===== src/rtl/bcd_comp_seq.sv =====
// Digit-serial N-digit BCD 9's/10's complementer. It handles one digit per clock,
// least significant digit first, and uses a start/busy/done handshake.
module bcd_comp_seq #(
  parameter int N = 4
) (
  input  logic           clk,
  input  logic           rst,
  input  logic           start,
  input  logic           mode,
  input  logic [4*N-1:0] din,
  output logic           busy,
  output logic           done,
  output logic [4*N-1:0] dout,
  output logic           err,
  output logic           cout
);

  localparam int KW = (N > 1) ? $clog2(N) : 1;

  typedef enum logic [1:0] {IDLE, RUN, DONE} state_t;

  state_t         state, state_nxt;
  logic [KW-1:0]  k;
  logic [4*N-1:0] opnd, wres, wres_nxt;
  logic           c, werr;
  logic [3:0]     dig;
  logic           dig_c, dig_e;
  logic           last, accept;

  // Returns {invalid, carry_out, result_digit} for one operand digit.
  function automatic logic [5:0] comp_digit(input logic [3:0] d, input logic ci);
    logic [4:0] s;
    if (d > 4'd9) begin
      comp_digit = {1'b1, 1'b0, 4'd0};
    end else begin
      s = {1'b0, 4'd9 - d} + {4'd0, ci};
      if (s == 5'd10) comp_digit = {1'b0, 1'b1, 4'd0};
      else            comp_digit = {1'b0, 1'b0, s[3:0]};
    end
  endfunction

  assign {dig_e, dig_c, dig} = comp_digit(opnd[3:0], c);
  assign last   = (k == KW'(N - 1));
  assign accept = start && (state != RUN);
  assign busy   = (state == RUN);
  assign done   = (state == DONE);

  // The operand shifts right and result digits enter from the top, so digit k lands at position k after N steps.
  if (N == 1) begin : g_one
    assign wres_nxt = dig;
  end else begin : g_many
    assign wres_nxt = {dig, wres[4*N-1:4]};
  end

  always_comb begin
    state_nxt = state;
    case (state)
      IDLE:    if (start) state_nxt = RUN;
      RUN:     if (last)  state_nxt = DONE;
      DONE:    state_nxt = start ? RUN : IDLE;
      default: state_nxt = IDLE;
    endcase
  end

  always_ff @(posedge clk) begin
    if (rst) begin
      state <= IDLE;
      k     <= '0;
      c     <= 1'b0;
      werr  <= 1'b0;
      dout  <= '0;
      err   <= 1'b0;
      cout  <= 1'b0;
    end else begin
      state <= state_nxt;
      if (accept) begin
        opnd <= din;
        k    <= '0;
        c    <= ~mode;
        werr <= 1'b0;
      end else if (state == RUN) begin
        opnd <= opnd >> 4;
        wres <= wres_nxt;
        k    <= k + 1'b1;
        c    <= dig_c;
        werr <= werr | dig_e;
        if (last) begin
          dout <= wres_nxt;
          err  <= werr | dig_e;
          cout <= dig_c;
        end
      end
    end
  end

endmodule


===== config.mk =====
export PLATFORM = sky130hd
export DESIGN_NAME = bcd_comp_seq
export DESIGN_NICKNAME = d
export VERILOG_FILES = /design/src/rtl/bcd_comp_seq.sv
export SDC_FILE = /design/constraint.sdc
export NUM_CORES = 1
export LEC_CHECK = 0
export BUFFER_PORTS_ARGS = -buffer_cell sky130_fd_sc_hd__buf_2
export CAP_MARGIN = 10
export CORE_ASPECT_RATIO = 1.25
export CORE_MARGIN = 2
export CORE_UTILIZATION = 58
export CTS_CLUSTER_DIAMETER = 100
export CTS_CLUSTER_SIZE = 10
export DETAILED_ROUTE_END_ITERATION = 8
export PLACE_DENSITY = 0.82
export REMOVE_ABC_BUFFERS = 1
export SETUP_SLACK_MARGIN = 0.2
export SLEW_MARGIN = 15
export SYNTH_ARGS = -nofsm -noshare
export SYNTH_HDL_FRONTEND = slang
export SYNTH_SLANG_ARGS = --single-unit
export TNS_END_PERCENT = 10

===== constraint.sdc =====
create_clock -name clk -period 4.65 [get_ports clk]
set_clock_uncertainty 0.15 [all_clocks]
set_input_delay 0.2325 -clock clk [delete_from_list [all_inputs] [get_ports clk]]
set_output_delay 0.2325 -clock clk [all_outputs]
set_load 0.005 [all_outputs]

==> results of run 1 <==
critical path, cell delays in order (launching register included):
cell	delay [ps]
dfxtp_1	320
nand2b_1	320
nor2_1	890
cells by family (layout without fill, tap and decap cells):
| logic type | after synthesis | count (layout) | share of synthesized area |
|---|---|---|---|
| AND/OR/NAND/NOR | 66 | 66 | 0.144 |
| buffers and inverters | 17 | 54 | 0.0361 |
| AO/OA/AOI/OAI | 26 | 26 | 0.0838 |
| flip-flops | 52 | 52 | 0.614 |
| adder cells (fa/ha/maj) | 5 | 5 | 0.0291 |
| multiplexers | 13 | 13 | 0.0698 |
| XOR/XNOR | 4 | 4 | 0.0233 |
state kept, by name (all words and copies together) (netlist names):
name,cells
dout,16
opnd,16
wres,12
k,2
state,2
c,1
cout,1
err,1
werr,1
path summary, 6_finish.rpt:
| check | from | to | slack (ps) | cells past startpoint |
|---|---|---|---|---|
| max | state[1] | wres[9] | 2590 | 2 |
| max reg2reg | state[1] | wres[9] | 2590 | 2 |
| min reg2reg | dout[6] | dout[6] | 310 | 2 |
| min | din[7] | opnd[7] | 70 | 2 |
power by group:
group	internal (mW)	switching, mW	leakage [nW]
logic	0.0345	0.0423	0.506
registers	0.505	0.00748	0.459
clock network	0.108	0.151	0.0418
cells in the mapped netlist, types with 3 or more instances:
library cell  number
dfxtp_1           24
nand2_1           35
a21oi_1           18
mux2_2            12
ha_1               5
buf_2              4
o41ai_2            3
nor2_1            14
edfxtp_1          28
and3_1             4
inv_1              5
nand3b_1           4
clkbuf_1           3
placed cells by master, fill, tap and decap left out, drive strengths merged, types with 3 or more instances in the layout:
cell type	netlist	final
a21oi	19	19
and3	4	4
buf	6	39
clkbuf	4	6
dfxtp	24	24
edfxtp	28	28
ha	5	5
inv	7	8
mux2	13	13
nand2	35	35
nand3b	4	4
nor2	14	14
o41ai	3	3
cell type report:
type                            count  area (um2)
Multi-Input combinational cell    114         754
Sequential cell                    52        1320
Tap cell                           39        48.8
Clock buffer                        6        72.6
Clock inverter                      2        16.3
Inverter                            7        26.3
Timing Repair Buffer               39         195
Fill cell                         270        1080
metal layers:
layer,vias up,wire length (um)
met1,684,1530
met5,-,0
met2,40,2040
met4,0,62
li1,702,-
met3,6,169
through the flow:
stage / hold WS (ps) / util / total power, mW / setup WS (ps) / cells
after floorplan: 152 / - / 0.573 / 2680 / 173
after global placement: 280 / 0.667 / 0.595 / 2450 / 251
after detailed placement: 288 / 0.667 / 0.601 / 2310 / 251
after CTS: 69.3 / 0.692 / 0.851 / 2270 / 259
after global routing: 62.0 / 0.693 / 0.879 / 2410 / 259
final: 73.6 / 0.693 / 0.849 / 2590 / 259
==> results.toml, run 1 <==
[outcome]
outcome = "finished, final reports clean"

[die]
die_h_um = 72.1
std_cell_rows = 24
die_w_um = 58.5
core_um2 = 3510
die_area_um2 = 4210
io_pins = 40
initial_core_util = 0.612

[synthesis]
ys_seq_area_frac = 0.614
avgSynthCellArea_um2 = 11.8
synth_top_area_frac = 0.391
synth_edf_count = 28
async_reset_ff_frac = 0
synth_cell_types = 31
synth_area_um2 = 2150
ys_ff_latch = 52
netlist_instances = 183
yosysWarnings = 0
synth_ff_type = "edfxtp_1"
synth_top_area_cell = "edfxtp_1"
yosys-top-cells-area = "edfxtp_1 (39%), dfxtp_1 (22%), mux2_2 (6.3%), nand2_1 (6.1%), a21oi_1 (4.2%)"

[grt]
grt_max_degree = 30
grt_pass1_vias = 1398
grt.busiest_layer = "met2"
grtUsageTotal = 0.199
grt_util_met2 = 0.361
grt_pass1_wl_um = 6260
antenna_found_initial = 0
use_met3 = 0.0517
overflow = 0
grt.met1_usage = 0.223

[pwr]
ir_worst_vdd_uv = 304
pwr_density_cell_nw_per_um2 = 349
p_leak_nw = 1.01

[final_layout]
drive_above_1_share = 0.305
nNetsFinal = 244
final_cell_area_um2 = 2430
diodes = 0
synthToLayoutAreaGrowth_pct = 13.2

[timing]
fin_crit_ps = 2060
slew_headroom = 0.289
hold_viol = 0
fin_crit_sh = 0.443
setup_viol = 0
final.setup.tns_ps = 0
tightest_slew_ps = 1060
slew_viol_final = 0
rsz0062_at_grt = "false"
fmax_mhz = 486

[placement]
place_area_um2 = 2340
detailed_place_hpwl_um = 2680
io_buffer_count = 39
gp_congestion = 0.757

[clocking]
cts_made_buffers = 5
hold_buffers = 0
cts_tree = "done"
clock_sinks = 52
cts_resized = 0
ctsLongestPathBuffers = 2
clk_latency_ps = 300
cts_max_level = 2
cts_setup_buffers = 0
path_clk_slew_ps = 90
cts-root-buf = "clkbuf_8"

[setup_path]
startpoint_type = "register"
end_kind = "register"
crit_fanout = 13
cp.arrival_ps = 1840
critPathKind = "register to register"
worstPathRequired_ps = 4430

[detailed_routing]
wl_per_cell_um = 14.7
vias = 1432
drc = 0
avgViaCountPerCell = 5.53
drt_iter0_drc = 57
firstDrtPassIters = 4
antenna_left = 0
routed_wl_um = 3800

[hold_path]
hp-class = "input port to register"

[run]
max_cap_violations = 0
Note: power is estimated with default switching activity, not from simulation.
==> run 2: changes to the inputs <==
CORE_UTILIZATION = 54   (was 58)
PLACE_DENSITY = 0.77   (was 0.82)
clock period = 2.1 ns   (was 4.65 ns; I/O delays follow)
==> run 2 against run 1 <==
  * Fmax increased by 8.9%
  * Worst setup slack lost 2400 ps
  * Sequential cell count stayed put
  * Die area is 6.9% higher
  * Hold slack lost 56 ps
  * Combinational power rose to 3.0 times the previous value
  * Clock-buffer cell count is 2 higher
  * Via count increased by 5.9%
  * Total power increased by 140%
  * First-iteration DRC count grew 61%
  * Critical path type unchanged
==> results.toml, run 2 (same netlist as run 1, synthesis figures left out) <==
[setup_path]
end_kind = "register"
r2r_start = "opnd[0]"
reg2reg_to = "dout[15]"
cp.arrival_ps = 1960
critPathKind = "register to register"
startpoint = "opnd[0]"
startpoint_type = "register"
worstPathRequired_ps = 2170
crit_chain = "inv_2 -> ha_4 -> ha_4 -> and4b_1 -> a21oi_4 -> inv_2 -> o41ai_2"
cp_slowest_cell = "edfxtp_1"
ff2ff_path_depth = 7
reg2reg_slack_ps = 210
crit_fanout = 4
crit_family = "compound AO/OA/AOI/OAI gates"
path_buf_inv = 2
critPathMaxStageDelay_ps = 400

[grt]
grt_max_degree = 20
grt_pass1_wl_um = 6380
grtUsageTotal = 0.195
antenna_found_initial = 0
overflow = 0
grt_pass1_vias = 1464

[placement]
gp_congestion = 0.914
pre_cts_ws_ps = 161
detailed_place_hpwl_um = 2590
place_area_um2 = 2430
io_buffer_count = 39

[final_layout]
drive_above_1_share = 0.340
mostFrequentLayoutCell = "buf_2"
num-fill-cells = 299
top_regs = "dout x16, opnd x16, wres x12"
final_cell_mix = "buf_2 (39), nand2_1 (34), edfxtp_1 (28)"
diodes = 0
nNetsFinal = 268
final_cell_area_um2 = 2770
synthToLayoutAreaGrowth_pct = 28.9

[pwr]
p_leak_nw = 1.14
seqPwrFrac = 0.553
clkPwrFrac = 0.336
ir_worst_vdd_uv = 601
power_switching_mw = 0.443
finalPower_mw = 2.05
p_int_mw = 1.61
p_sw_frac = 0.216
pwr_density_cell_nw_per_um2 = 740
combPwrFrac = 0.111

[detailed_routing]
m1WireLength_um = 1670
vias = 1516
met2WireLength_um = 2180
antenna_left = 0
routed_wl_um = 4080
wl_per_cell_um = 13.7
routed.top_layer = "met4"
drc = 0
firstDrtPassIters = 4
dr_wl_met3_um = 165
drt_iter0_drc = 92
avgViaCountPerCell = 5.09

[hold_path]
hold_depth = 2
hold_end = "state[0]"
hp-class = "input port to register"
hold_start = "rst"

[die]
core_um2 = 3820
die_h_um = 74.6
initial_core_util = 0.564
die_w_um = 60.5
io_pins = 40
die_area_um2 = 4510
std_cell_rows = 25

[run]
max_cap_violations = 0

[timing]
fin_ws_ps = 210
slew_viol_final = 0
slew_headroom = 0.681
setup_viol = 0
fin_crit_ps = 1890
fin_crit_sh = 0.900
fmax_mhz = 529
final.setup.tns_ps = 0
hold_viol = 0
rsz0062_at_grt = "true"
tightest_slew_ps = 473

[outcome]
outcome = "finished, final reports clean"

[clocking]
clk_latency_ps = 310
path_clk_slew_ps = 90
cts_max_level = 2
cts-root-buf = "clkbuf_8"
cts_made_buffers = 5
ctsLongestPathBuffers = 2
cts_setup_buffers = 0
cts_tree = "done"
clock_sinks = 52
## run 2: metal layers
metal / track usage / vias up
met3: 0.0557 / 5
met5: 0 / -
met4: 0.0676 / 0
li1: - / 749
met2: 0.355 / 41
met1: 0.214 / 721
## run 2: cell type report
class / count / area (um2) / share of cell area
Tap cell: 54 / 67.6 / 0.0244
Sequential cell: 52 / 1320 / 0.477
Inverter: 7 / 26.3 / 0.00948
Multi-Input combinational cell: 114 / 806 / 0.291
Timing Repair Buffer: 63 / 430 / 0.155
Clock buffer: 8 / 121 / 0.0438
## run 2: repair_timing
action	CTS	global route
hold buffers	17	0
pin swaps	1	4
setup endpoints to repair	3	4
resized for setup	2	9
endpoints found under the hold margin	17	0
## run 2: per-stage QoR
step / hold slack (ps) / cells / util
2_1_floorplan: 24.1 / 173 / -
3_5_place_dp: 261 / 273 / 0.636
5_1_grt: 37.4 / 298 / 0.727
3_3_place_gp: 258 / 273 / 0.636
4_1_cts: 18.9 / 298 / 0.715
6_report: 17.4 / 298 / 0.727
## run 2: power groups by stage
stage,clock network [mW],logic (mW),registers (mW)
2_1_floorplan,0,0.116,1.15
3_3_place_gp,0,0.173,1.16
3_5_place_dp,0,0.179,1.16
4_1_cts,0.699,0.210,1.13
5_1_grt,0.731,0.247,1.14
6_report,0.690,0.227,1.14
## run 2: worst max-delay path by stage
stage / to / slack [ps] / depth (start not counted)
2_1_floorplan: opnd[0] / 130 / 4
3_3_place_gp: wres[13] / 240 / 6
3_5_place_dp: wres[13] / 160 / 6
4_1_cts: dout[15] / 190 / 7
5_1_grt: dout[13] / 150 / 7
6_report: dout[15] / 210 / 7
